--- config.mk ---
export PLATFORM = sky130hd
export DESIGN_NAME = mem_access_controller
export DESIGN_NICKNAME = d
export VERILOG_FILES = /design/src/rtl/mem_access_controller_pkg.sv /design/src/rtl/mem_lane_unit.sv /design/src/rtl/mem_access_controller.sv
export SDC_FILE = /design/constraint.sdc
export NUM_CORES = 1
export LEC_CHECK = 0
export ABC_AREA = 1
export BUFFER_PORTS_ARGS = -buffer_cell sky130_fd_sc_hd__buf_2
export CAP_MARGIN = 20
export CORE_AREA = 2 2 143 145
export CTS_BUF_LIST = sky130_fd_sc_hd__clkbuf_16
export DETAILED_ROUTE_END_ITERATION = 16
export DIE_AREA = 0 0 145 147
export SKIP_CTS_REPAIR_TIMING = 1
export SYNTH_ARGS = -nofsm -noshare
export SYNTH_HDL_FRONTEND = slang
export SYNTH_HIERARCHICAL = 1
export SYNTH_SLANG_ARGS = --single-unit
--- constraint.sdc ---
create_clock -name clk -period 2.9 [get_ports clk]
set_input_delay 0.58 -clock clk [delete_from_list [all_inputs] [get_ports clk]]
set_output_delay 0.58 -clock clk [all_outputs]
set_load 0.05 [all_outputs]
--- src/rtl/mem_access_controller_pkg.sv ---
// Shared types for the main-memory initiator.
// Size encodings, FSM states and the alignment rule.
package mem_access_controller_pkg;

  localparam logic [1:0] SIZE_BYTE = 2'd0;
  localparam logic [1:0] SIZE_HALF = 2'd1;
  localparam logic [1:0] SIZE_WORD = 2'd2;

  typedef enum logic [1:0] {
    IDLE,
    READ,
    WRITE,
    RESP
  } state_e;

  function automatic logic misaligned(
    input logic [1:0] size,
    input logic [1:0] off
  );
    logic bad;
    unique case (1'b1)
      size == SIZE_BYTE: bad = 1'b0;
      size == SIZE_HALF: bad = off[0];
      size == SIZE_WORD: bad = |off;
      default:           bad = 1'b1;
    endcase
    return bad;
  endfunction

endpackage

--- src/rtl/mem_lane_unit.sv ---
// Byte/half lane extraction for loads and lane merge
// for read-modify-write stores, little-endian.
module mem_lane_unit
  import mem_access_controller_pkg::*;
(
  input  logic [31:0] word_i,
  input  logic [31:0] store_data_i,
  input  logic [1:0]  off_i,
  input  logic [1:0]  size_i,
  input  logic        signed_i,
  output logic [31:0] load_o,
  output logic [31:0] merge_o
);

  logic [31:0] shifted;
  logic [7:0]  b;
  logic [15:0] h;

  always_comb begin
    shifted = word_i >> {off_i, 3'b000};
    b       = shifted[7:0];
    h       = off_i[1] ? word_i[31:16] : word_i[15:0];
    load_o  = word_i;
    merge_o = store_data_i;
    unique case (1'b1)
      size_i == SIZE_BYTE: begin
        load_o  = {{24{signed_i & b[7]}}, b};
        merge_o = word_i;
        merge_o[{off_i, 3'b000} +: 8] = store_data_i[7:0];
      end
      size_i == SIZE_HALF: begin
        load_o  = {{16{signed_i & h[15]}}, h};
        merge_o = word_i;
        if (off_i[1]) merge_o[31:16] = store_data_i[15:0];
        else          merge_o[15:0]  = store_data_i[15:0];
      end
      default: begin
        load_o  = word_i;
        merge_o = store_data_i;
      end
    endcase
  end

endmodule

--- src/rtl/mem_access_controller.sv ---
// Load/store initiator for the main-memory port.
// Sub-word stores run as read-modify-write.
module mem_access_controller
  import mem_access_controller_pkg::*;
#(
  parameter int unsigned MEM_LATENCY = 1,
  parameter int unsigned ADDR_W      = 32
) (
  input  logic              clk,
  input  logic              reset,
  input  logic              reqValid,
  output logic              reqReady,
  input  logic              reqWrite,
  input  logic [1:0]        reqSize,
  input  logic              reqSigned,
  input  logic [ADDR_W-1:0] reqAddress,
  input  logic [31:0]       reqWriteData,
  output logic              respValid,
  input  logic              respReady,
  output logic [31:0]       respData,
  output logic              respError,
  output logic [ADDR_W-1:0] memAddress,
  output logic              memReadEnable,
  output logic              memWriteEnable,
  output logic [31:0]       memDataIn,
  input  logic [31:0]       memDataOut
);

  localparam logic [3:0] LAST = 4'(MEM_LATENCY - 1);

  state_e            state_q, state_d;
  logic [3:0]        cnt_q, cnt_d;
  logic [1:0]        off_q, off_d;
  logic [1:0]        size_q, size_d;
  logic              write_q, write_d;
  logic              signed_q, signed_d;
  logic [31:0]       wdata_q, wdata_d;
  logic              err_q, err_d;
  logic [31:0]       data_q, data_d;
  logic [ADDR_W-3:0] maddr_q, maddr_d;
  logic [31:0]       mdin_q, mdin_d;

  logic [31:0] load_val;
  logic [31:0] merge_val;
  logic        accept;
  logic        mis;

  mem_lane_unit u_lane (
    .word_i       (memDataOut),
    .store_data_i (wdata_q),
    .off_i        (off_q),
    .size_i       (size_q),
    .signed_i     (signed_q),
    .load_o       (load_val),
    .merge_o      (merge_val)
  );

  assign reqReady       = (state_q == IDLE) && !reset;
  assign respValid      = (state_q == RESP) && !reset;
  assign respError      = err_q;
  assign respData       = data_q;
  assign memReadEnable  = (state_q == READ) && !reset;
  assign memWriteEnable = (state_q == WRITE) && !reset;
  assign memAddress     = {maddr_q, 2'b00};
  assign memDataIn      = mdin_q;

  assign accept = reqValid && reqReady;
  assign mis    = misaligned(reqSize, reqAddress[1:0]);

  always_comb begin
    state_d  = state_q;
    cnt_d    = cnt_q;
    off_d    = off_q;
    size_d   = size_q;
    write_d  = write_q;
    signed_d = signed_q;
    wdata_d  = wdata_q;
    err_d    = err_q;
    data_d   = data_q;
    maddr_d  = maddr_q;
    mdin_d   = mdin_q;
    unique case (state_q)
      IDLE: begin
        if (accept) begin
          off_d    = reqAddress[1:0];
          size_d   = reqSize;
          write_d  = reqWrite;
          signed_d = reqSigned;
          wdata_d  = reqWriteData;
          cnt_d    = 4'd0;
          data_d   = 32'd0;
          err_d    = mis;
          if (mis) begin
            state_d = RESP;
          end else begin
            // Memory address only moves for real accesses.
            maddr_d = reqAddress[ADDR_W-1:2];
            if (reqWrite && reqSize == SIZE_WORD) begin
              mdin_d  = reqWriteData;
              state_d = WRITE;
            end else begin
              state_d = READ;
            end
          end
        end
      end
      READ: begin
        if (cnt_q == LAST) begin
          if (write_q) begin
            mdin_d  = merge_val;
            state_d = WRITE;
          end else begin
            data_d  = load_val;
            state_d = RESP;
          end
        end else begin
          cnt_d = cnt_q + 4'd1;
        end
      end
      WRITE: state_d = RESP;
      RESP: begin
        if (respReady) state_d = IDLE;
      end
      default: state_d = IDLE;
    endcase
  end

  always_ff @(posedge clk or posedge reset) begin
    if (reset) begin
      state_q  <= IDLE;
      cnt_q    <= 4'd0;
      off_q    <= 2'd0;
      size_q   <= 2'd0;
      write_q  <= 1'b0;
      signed_q <= 1'b0;
      wdata_q  <= 32'd0;
      err_q    <= 1'b0;
      data_q   <= 32'd0;
      maddr_q  <= '0;
      mdin_q   <= 32'd0;
    end else begin
      state_q  <= state_d;
      cnt_q    <= cnt_d;
      off_q    <= off_d;
      size_q   <= size_d;
      write_q  <= write_d;
      signed_q <= signed_d;
      wdata_q  <= wdata_d;
      err_q    <= err_d;
      data_q   <= data_d;
      maddr_q  <= maddr_d;
      mdin_q   <= mdin_d;
    end
  end

endmodule

### Yosys cells after proc, flatten, opt, wreduce, memory -nomap -nowiden

Index checks and enable logic that the tools add are counted.

| word-level totals | value |
|---|---|
| flip-flop bits (word level) | 139 |
| logic and storage cells | 79 |
| input bits | 104 |
| output and inout port bits | 101 |

| cells by class | value |
|---|---|
| add/sub/neg operators | 2 |
| shifts and indexed selects | 3 |
| reduce and logical (&&, ||, !) cells | 19 |
| bitwise operators | 3 |
| mux-type cells | 27 |
| eq/ne operators | 14 |

Operators by type and width:

| operator | count |
|---|---|
| 32-bit two-way mux | 8 |
| 32-bit one-hot mux with 2 select lines | 4 |
| 16-bit two-way mux | 3 |
| 32-bit bitwise mux | 1 |
| 8-bit by 7-bit variable shift with 32-bit output (first input constant) | 1 |
| 8-bit by 7-bit variable part select with 32-bit output | 1 |
| 32-bit by 5-bit >> shifter with 8-bit output | 1 |
| 2-bit inequality test (second input constant) | 6 |
| 2-bit two-way mux | 5 |
| 3-bit AND reduction | 3 |
| 4-bit two-way mux | 2 |
| 2-bit one-hot mux with 4 select lines | 1 |
| 4-bit one-hot mux with 2 select lines | 1 |
| 5-bit negator with 7-bit output | 1 |
| 2-bit by 1-bit == test with 1-bit output (second input constant) | 3 |
| 2-bit == test (second input constant) | 3 |
| 1-bit logical AND | 6 |
| 2-bit logical NOT | 3 |
| 6-bit AND reduction | 1 |
| 4-bit by 1-bit adder with 4-bit output (second input constant) | 1 |
| 4-bit logical NOT | 1 |
| 2-bit by 1-bit inequality test with 1-bit output (second input constant) | 2 |
| 4-bit AND reduction | 1 |
| 1-bit one-hot mux with 3 select lines | 1 |
| other kinds (7) | 8 |

### Depth between registers and ports, before layout

Gate-level depths: netlist of the first run.

| depth | value |
|---|---|
| word-level depth | 7 |
| gate-level depth with buffers | 14 |

### By module

The synthesis of the first run kept the hierarchy.

By module, submodules not included:

| module | area each (um^2) | cells each | seq. area each (um^2) | times used |
|---|---|---|---|---|
| mem_access_controller | 5970.7 | 717 | 3478.3 | 1 |
| mem_lane_unit | 1784.2 | 377 | 0.0 | 1 |

### Worst setup path before layout of the first run

Ideal clock, no wire load.

| timing path | value |
|---|---|
| path type | input -> register |
| start | input reset |
| end | register mdin_q[10] (netlist: memDataIn[10]) |
| slack | -0.481 ns |
| arrival time | 3.262 ns |
| stages | 9 |
| setup time | 0.119 ns |
| path through | inv_2 nand3_2 nand2_1 nand2_1 nor2_4 nand2_2 buf_2 nand2_1 nand2_1 |

| between the ends | value |
|---|---|
| longest elaborated chain between the ends | 5 |

Ends and longest elaborated chain:

| what | RTL line | text |
|---|---|---|
| start: declaration | mem_access_controller.sv:10 | `input logic reset,` |
| 1-bit logical NOT (no line) | - |  |
| 1-bit logical AND | mem_access_controller.sv:58 | `assign reqReady = (state_q == IDLE) && !reset;` |
| 1-bit logical AND | mem_access_controller.sv:67 | `assign accept = reqValid && reqReady;` |
| 2-bit inequality test (no line) | - |  |
| 6-bit AND reduction (no line) | - |  |
| end signal: assignment | mem_access_controller.sv:152 | `mdin_q <= mdin_d;` |
| end: declaration | mem_access_controller.sv:41 | `logic [31:0] mdin_q, mdin_d;` |

No other way between the ends.
A chain may end at the register's enable or synchronous reset.

### Worst setup path in the final report of the first run

| timing path | value |
|---|---|
| start | register off_q[0] |
| end | register mdin_q[0] (netlist: memDataIn[0]) |

| between the ends | value |
|---|---|
| longest elaborated chain between the ends | 7 |
| elaborated cells on any way between the ends | 8 |
| classes of those cells | add/sub: 1; shift: 2; mux: 5 |

Ends and longest elaborated chain:

| what | RTL line | text |
|---|---|---|
| start: declaration | mem_access_controller.sv:33 | `logic [1:0] off_q, off_d;` |
| start signal: assignment | mem_access_controller.sv:132 | `off_q <= 2'd0;` |
| start signal: assignment | mem_access_controller.sv:144 | `off_q <= off_d;` |
| 5-bit negator with 7-bit output * | mem_lane_unit.sv:29 | `merge_o[{off_i, 3'b000} +: 8] = store_data_i[7:0];` |
| 8-bit by 7-bit variable part select with 32-bit output or 8-bit by 7-bit variable shift with 32-bit output (tied branches) | mem_lane_unit.sv:29 |  |
| 32-bit bitwise mux * | mem_lane_unit.sv:29 |  |
| 32-bit one-hot mux with 2 select lines * | mem_lane_unit.sv:25 | `unique case (1'b1)` |
| named net merge_val[0] | mem_access_controller.sv:44 | `logic [31:0] merge_val;` |
| 32-bit two-way mux * | mem_access_controller.sv:109 | `if (write_q) begin` |
| 32-bit two-way mux * | mem_access_controller.sv:108 | `if (cnt_q == LAST) begin` |
| 32-bit one-hot mux with 2 select lines * | mem_access_controller.sv:82 | `unique case (state_q)` |

Mark *: on every way through the listed nets, which the timed path passes. The rest lies on a longest branch. The select of a mux whose other input is x is not followed.

==> results of run 1 <==
==> layer usage <==
metal,wire (um),track usage,part of all wire
met2,10230,0.3324,0.44
met1,10700,0.3130,0.46
met5,0,0,0
met4,393,0.06337,0.017
met3,2059,0.06273,0.088
==> registers in the layout, summed over array words and instances, names as in the netlist, 2 cells and up <==
signal	count
cnt_q	4
maddr_q	30
memDataIn	32
off_q	2
respData	32
size_q	2
state_q	2
wdata_q	32
==> metrics by stage <==
step / instances / total power, uW / cell area, um^2 / hold slack, ns
floorplan: 1095 / 8875 / 7761 / 0.4534
global placement: 1520 / 10510 / 8926 / 0.4499
detailed placement: 1520 / 10570 / 8926 / 0.4530
CTS: 1552 / 12790 / 9508 / 0.3284
global route: 1552 / 13680 / 9508 / 0.3323
finish: 1552 / 12720 / 9508 / 0.3493
==> area by class of cell <==
class,instances,area [um^2]
clock buffer,17,425.4
inverter,77,299.0
clock inverter,15,156.4
timing repair buffer,215,1121
sequential,139,3478
tap,270,337.8
fill,2070,10340
multi-input combinational,819,3690
==> synthesized netlist by cell type (5+ instances only) <==
cell type    n
nand2_2      7
o21ai_0    116
ha_1        12
clkbuf_1    28
o211ai_1     7
buf_2       23
nand3_1     75
buf_6        5
nor2_1      41
inv_1       72
nand3_2     14
dfrtp_1    139
o22ai_1      8
nand2_1    516
==> worst paths after layout <==
kind	from	end	slack, ns	cells past startpoint
min in group asynchronous	reset	write_q	0.41	3
worst min-delay path	reqAddress[26]	maddr_q[24]	0.35	3
max in group asynchronous	reset	respData[6]	1.93	3
worst max register to register	off_q[0]	memDataIn[0]	0.63	11
worst max-delay path	off_q[0]	memDataIn[0]	0.63	11
worst min register to register	memDataIn[25]	memDataIn[25]	0.47	2
==> logic make-up (layout without fill, tap and decap cells) <==
logic type / count (synthesis) / after routing / share of synthesized area
XOR/XNOR: 2 / 2 / 0.002259
other: 1 / 2 / 0.0004836
multiplexers: 2 / 2 / 0.002904
buffers and inverters: 137 / 324 / 0.07696
AO/OA/AOI/OAI: 138 / 138 / 0.09487
adder cells (fa/ha/maj): 12 / 12 / 0.01936
flip-flops: 139 / 139 / 0.4485
AND/OR/NAND/NOR: 663 / 663 / 0.3546
==> power groups by stage <==
| stage | Clock (uW) | Combinational (uW) | Sequential, uW |
|---|---|---|---|
| 3_3_place_gp | 0 | 7070 | 3440 |
| 2_1_floorplan | 0 | 3480 | 5390 |
| 4_1_cts | 2210 | 7160 | 3420 |
| 5_1_grt | 2290 | 7860 | 3530 |
| 3_5_place_dp | 0 | 7130 | 3430 |
| 6_report | 2160 | 7140 | 3420 |
==> worst max-delay path: cells and delay by family, from the launching register on <==
family | cells | cell delay [ns]
adder cells (fa/ha/maj) | 1 | 0.45
buffers and inverters | 1 | 0.30
AO/OA/AOI/OAI | 1 | 0.14
flip-flops | 1 | 0.36
AND/OR/NAND/NOR | 8 | 0.95
==> flow_metrics.tcl, run 1 <==
set metrics [dict create \
    max_stage_delay_ns 0.45 \
    die-height_um 147 \
    slew_viol_final 0 \
    overflow 0 \
    root_buffer "clkbuf_16" \
    ys_types 33 \
    grt_pass1_wl_mm 37.66 \
    cts_buffer_depth 2 \
    finalHoldViolCount 0 \
    worstPathArrival_ns 2.63 \
    place_congestion 0.9331 \
    cp_slowest_cell "ha_1" \
    worst_ep_required_time_ns 3.26 \
    p_leak_uw 0.005297 \
    die_w_um 145 \
    h-tree-depth 4 \
    fin_crit_sh 0.7820 \
    post-route-util 0.4791 \
    synth_area_per_cell_um2 7.089 \
    power_frac_comb 0.561 \
    clock_latency_ns 0.42 \
    syn_inst 1094 \
    grt_pass1_vias 7035 \
    vias_per_cell 4.890 \
    worst_pin_slew_ns 0.8553 \
    pwr_density_cell_nw_per_um2 1338 \
    first_pass_iters 5 \
    final_common_cell "nand2_1" \
    setup_tns_ns 0 \
    final_layout_size_suffix_gt1_frac 0.2239 \
    path_class "flip-flop to flip-flop" \
    drt_iter0_markers 625 \
    cts_sinks 139 \
    yosys-top-cells-area "dfrtp_1 45%, nand2_1 25%, o21ai_0 7.5%" \
    wire_per_inst_um 15.07 \
    yosysTopAreaCell "dfrtp_1" \
    rsz0062_at_grt "false" \
    syn_to_final_growth_pct 22.60 \
    hold_class "input port to flip-flop" \
    worstPathMaxFanout 11 \
    p_seq_frac 0.269 \
    grt_max_degree 140 \
    fmax_mhz 440.9 \
    finalCriticalPeriod_ns 2.268 \
    fin_skew_ns 0.008041 \
    synthArstFlopShare 1.000 \
    groute.usage.overall 0.2213 \
    cpMostUsedCell "nand2_1" \
    cap_viol_max_count 0 \
    slew_headroom 0.4292 \
    layout_common_cells "516 x nand2_1, 202 x buf_2, 139 x dfrtp_1, 116 x o21ai_0, 75 x nand3_1" \
    ys.flop_type "dfrtp_1" \
    num_vias 7589 \
    numCtsBuffers 17 \
    clkTransAtPathRegs_ns 0.07 \
    cp-start-kind "flip-flop" \
    die_area_um2 21320 \
    initial_core_util 0.3908 \
    clkPwrFrac 0.170 \
    netlist_area_um2 7755 \
    cp_cell_sequence "clkinv_1, ha_1, nor3_1, nand2_1, nand2_1, nand2_1, nand2_1, nand2_1, o21ai_0, nand3_1, nand2_1" \
    antenna_cells 0 \
    synth_edf_count 0 \
    drc_errors 0 \
    hpwl_mm 17.15 \
    ys_warn_count 6 \
    p_sw_uw 6906 \
    intPower_uw 5814 \
    place.port_buffers 202 \
    cts_tree "done" \
    yosysTopAreaCellShare 0.4485 \
    final.setup.worst_slack_ns 0.6321 \
    place_ws_ns 0.6677 \
    swShare 0.5429 \
    finalSetupViolations 0 \
    rows 52 \
    nets 1385 \
    coreArea_um2 19840 \
    ios 205 \
    end_kind "flip-flop" \
    drt.antenna.violating_nets 0 \
    ir_drop_uv 654.4 \
    synth_seq_cells 139 \
    yosysSeqAreaShare 0.4485 \
    outcome "completed" \
    antenna_found_initial 0 \
    wirelength_mm 23.39 \
]
No activity file was read; power rests on OpenSTA's default activity.
==> run 2: changes to the inputs <==
clock period = 1.9 ns   (was 2.9 ns; I/O delays follow)
==> run 2 against run 1 <==
Critical path depth fell by 6; non-clock buffer count is 23 higher; first-iteration DRC count decreased by 26%; die area is the same; power is 58% higher; count of clock-buffer cells in the layout unchanged; sequential power up 53%; combinational power rose by 64%; register-to-register slack got worse by 0.48 ns; clock skew increased by 0.0027 ns; largest cell class unchanged; highest routed layer is now met5.
==> flow_metrics.tcl, run 2 (synthesis results as in run 1) <==
set metrics [dict create \
    hold_class "input port to flip-flop" \
    holdPathStages 3 \
    vias_per_cell 4.797 \
    worstPathArrival_ns 1.50 \
    cts_tree "done" \
    clkPwrFrac 0.161 \
    grt_pass1_vias 7177 \
    outcome "completed" \
    r2r-start "off_q[1]" \
    cp-start-kind "flip-flop" \
    p_leak_uw 0.005453 \
    setup_tns_ns 0 \
    place.port_buffers 202 \
    fmax_mhz 530.8 \
    wirelength_mm 23.48 \
    rrSetupSlack_ns 0.15 \
    h-tree-depth 4 \
    slew_viol_final 0 \
    place_congestion 0.9368 \
    drc_errors 0 \
    instances_no_fill 1575 \
    drt.antenna.violating_nets 0 \
    rsz0062_at_grt "true" \
    intPower_uw 9384 \
    swShare 0.5341 \
    min_to "maddr_q[4]" \
    finalCriticalPeriod_ns 1.884 \
    grt_max_degree 140 \
    cp_slowest_cell "dfrtp_1" \
    numCtsBuffers 17 \
    path_class "flip-flop to output pin" \
    wire_per_inst_um 14.91 \
    grt_pass1_wl_mm 38.52 \
    ir_drop_uv 1175 \
    clock_latency_ns 0.43 \
    overflow 0 \
    p_sw_uw 10760 \
    antenna_cells 0 \
    ios 205 \
    post-route-util 0.4970 \
    power_frac_comb 0.580 \
    final_common_cell "nand2_1" \
    dp_cells 1537 \
    finalSetupViolations 0 \
    final-seq-area_um2 3478 \
    clkTransAtPathRegs_ns 0.07 \
    pwr_density_cell_nw_per_um2 2042 \
    slew_headroom 0.4875 \
    root_buffer "clkbuf_16" \
    end_kind "output pin" \
    num_vias 7556 \
    p_seq_frac 0.259 \
    coreArea_um2 19840 \
    finalHoldViolCount 0 \
    layout_common_cells "513 x nand2_1, 199 x buf_2, 139 x dfrtp_1, 113 x o21ai_0, 73 x nand3_1" \
    worst_pin_slew_ns 0.7687 \
    hpwl_mm 17.11 \
    r2r_end "memDataIn[13]" \
    r2r_cells 12 \
    place_ws_ns 0.06738 \
    cts_buffer_depth 2 \
    die_w_um 145 \
    multiInputGateArea_um2 3774 \
    die-height_um 147 \
    cts_sinks 139 \
    worst_ep_required_time_ns 1.52 \
    hold_start "reqAddress[6]" \
    fillCellCount 2033 \
    drt_iter0_markers 462 \
    final.setup.worst_slack_ns 0.01595 \
    rows 52 \
    fin_crit_sh 0.9916 \
    groute.usage.overall 0.2270 \
    whs_ns 0.1431 \
    die_area_um2 21320 \
    nets 1408 \
    first_pass_iters 5 \
    initial_core_util 0.3908 \
    syn_to_final_growth_pct 27.19 \
    max_stage_delay_ns 0.43 \
    worstPathMaxFanout 5 \
    antenna_found_initial 1 \
    fin_skew_ns 0.01070 \
    cap_viol_max_count 0 \
    cp_cell_sequence "inv_2, ha_4, inv_1, nor2_1, buf_6" \
    final_layout_size_suffix_gt1_frac 0.2490 \
]
-- run 2: stage by stage --
step | area [um^2] | power [uW]
final | 9863 | 20140
after global routing | 9863 | 21750
after CTS | 9708 | 19950
after detailed placement | 9136 | 16630
after global placement | 9136 | 16550
after floorplan | 7771 | 13550
-- run 2: worst max-delay path by stage --
stage / from / to / slack [ns] / cells after the start
global placement: off_q[1] / memDataIn[9] / 0.07 / 10
finish: state_q[0] / reqReady / 0.02 / 5
detailed placement: off_q[1] / memDataIn[9] / 0.07 / 10
CTS: state_q[0] / reqReady / -0.19 / 5
floorplan: off_q[0] / memDataIn[14] / 0.02 / 10
global route: state_q[1] / memReadEnable / -0.06 / 5
-- run 2: power groups by stage --
stage	Combinational [uW]	Sequential [uW]	Clock [uW]
6_report	11700	5220	3240
3_3_place_gp	11300	5240	0
4_1_cts	11400	5220	3320
5_1_grt	12900	5410	3470
3_5_place_dp	11400	5240	0
2_1_floorplan	5310	8230	0
-- run 2: final cells by class --
type	count	share of cell area
sequential	139	0.3527
timing repair buffer	238	0.1414
multi-input combinational	819	0.3826
clock buffer	17	0.04313
tap	270	0.03425
clock inverter	15	0.01484
inverter	77	0.03108
-- run 2: per-layer routing --
| metal | track usage | vias to the layer above | wire length (um) |
|---|---|---|---|
| li1 | - | 3836 | - |
| met1 | 0.3220 | 3424 | 10980 |
| met2 | 0.3438 | 264 | 10280 |
| met3 | 0.06273 | 30 | 1838 |
| met4 | 0.05941 | 2 | 371 |
| met5 | 0 | - | 8 |
-- run 2: worst max-delay path: cells and delay by family, from the launching register on --
| kind | cells | cell delay [ns] |
|---|---|---|
| adder cells (fa/ha/maj) | 1 | 0.17 |
| buffers and inverters | 3 | 0.35 |
| flip-flops | 1 | 0.43 |
| AND/OR/NAND/NOR | 1 | 0.12 |
==> run 3: changes to the inputs <==
RECOVER_POWER = 50   (was default)
==> run 3 against run 2 <==
Register-to-register slack barely moved; power barely moved; critical endpoint unchanged; sequential power barely moved; sequential share of layout area barely moved; wire length rose by 0.11%.
==> flow_metrics.tcl, run 3 (synthesis results as in run 1) <==
set metrics [dict create \
    outcome "completed" \
    hold_class "input port to flip-flop" \
    antenna_found_initial 1 \
    cap_viol_max_count 0 \
    cts_buffer_depth 2 \
    finalHoldViolCount 0 \
    grt_max_degree 140 \
    numCtsBuffers 17 \
    place_congestion 0.9368 \
    post-route-util 0.4966 \
    syn_to_final_growth_pct 27.07 \
    first_pass_iters 5 \
    slew_viol_final 0 \
    drc_errors 0 \
    worstPathMaxFanout 5 \
    rows 52 \
    finalSetupViolations 0 \
    place.port_buffers 202 \
    overflow 0 \
    layout_common_cells "513 x nand2_1, 199 x buf_2, 139 x dfrtp_1, 113 x o21ai_0, 73 x nand3_1" \
    drt_iter0_markers 462 \
    wirelength_mm 23.51 \
    path_class "flip-flop to output pin" \
    ios 205 \
    worstPathArrival_ns 1.50 \
    antenna_cells 0 \
    root_buffer "clkbuf_16" \
    grt_pass1_vias 7177 \
    cts_sinks 139 \
    p_leak_uw 0.005450 \
    final_layout_size_suffix_gt1_frac 0.2490 \
    die_w_um 145 \
    whs_ns 0.1431 \
    grt_pass1_wl_mm 38.52 \
    clkTransAtPathRegs_ns 0.07 \
    fin_skew_ns 0.01009 \
    worst_pin_slew_ns 1.299 \
    nets 1408 \
    vias_per_cell 4.797 \
    pwr_density_cell_nw_per_um2 2044 \
    hpwl_mm 17.11 \
    ir_drop_uv 1175 \
    setup_tns_ns 0 \
    clock_latency_ns 0.43 \
    slew_headroom 0.1339 \
    cp-start-kind "flip-flop" \
    h-tree-depth 4 \
    worst_ep_required_time_ns 1.52 \
    die_area_um2 21320 \
    rsz0062_at_grt "true" \
    die-height_um 147 \
    groute.usage.overall 0.2270 \
    drt.antenna.violating_nets 0 \
    wire_per_inst_um 14.93 \
    coreArea_um2 19840 \
    fmax_mhz 530.9 \
    end_kind "output pin" \
    num_vias 7555 \
    fin_crit_sh 0.9914 \
    cts_tree "done" \
    fillCellCount 2036 \
    final_common_cell "nand2_1" \
    initial_core_util 0.3908 \
    finalCriticalPeriod_ns 1.884 \
    finalPower_uw 20140 \
]
[run 3: cell counts in the layout (fill, tap and decap cells not counted)]
No cell type changed its count.
[run 3: stage by stage]
| stage | instance area, um^2 | setup WS, ns | cells |
|---|---|---|---|
| global placement | 9136 | 0.06906 | 1537 |
| floorplan | 7771 | 0.01885 | 1095 |
| global route | 9854 | -0.06225 | 1575 |
| CTS | 9708 | -0.1852 | 1569 |
| finish | 9854 | 0.01639 | 1575 |
| detailed placement | 9136 | 0.06738 | 1537 |
[run 3: worst paths after layout]
kind / startpoint / endpoint / cells past startpoint / slack (ns)
worst max-delay path: state_q[0] / reqReady / 5 / 0.02
min in group asynchronous: reset / write_q / 3 / 0.43
worst max register to register: off_q[1] / memDataIn[13] / 12 / 0.15
worst min register to register: memDataIn[26] / memDataIn[26] / 2 / 0.47
max in group asynchronous: reset / respData[5] / 3 / 0.59
worst min-delay path: reqAddress[6] / maddr_q[4] / 3 / 0.14
[run 3: layout make-up]
type | instances | area [um^2] | area share
multi-input combinational | 819 | 3774 | 0.3829
sequential | 139 | 3478 | 0.3530
timing repair buffer | 238 | 1386 | 0.1407
clock buffer | 17 | 425.4 | 0.04317
tap | 270 | 337.8 | 0.03428
inverter | 77 | 306.5 | 0.03111
clock inverter | 15 | 146.4 | 0.01486
[run 3: power by group]
group          total (uW)  switching (uW)  leakage, uW  internal [uW]
logic               11700            8350      0.00339           3330
registers            5230             922      0.00178           4300
clock network        3240            1490     0.000277           1740
[run 3: critical path, cell delays in order, from the launching register on]
cell	delay [ns]
dfrtp_1	0.43
inv_2	0.12
ha_4	0.17
inv_1	0.06
nor2_1	0.12
buf_6	0.17
[run 3: per-layer routing]
| layer | up-vias | GRT usage | part of all wire | wire (um) |
|---|---|---|---|---|
| li1 | 3836 | - | - | - |
| met1 | 3426 | 0.3220 | 0.47 | 11010 |
| met2 | 262 | 0.3438 | 0.44 | 10310 |
| met3 | 29 | 0.06273 | 0.078 | 1823 |
| met4 | 2 | 0.05941 | 0.015 | 361 |
| met5 | - | 0 | 0.00034 | 8 |
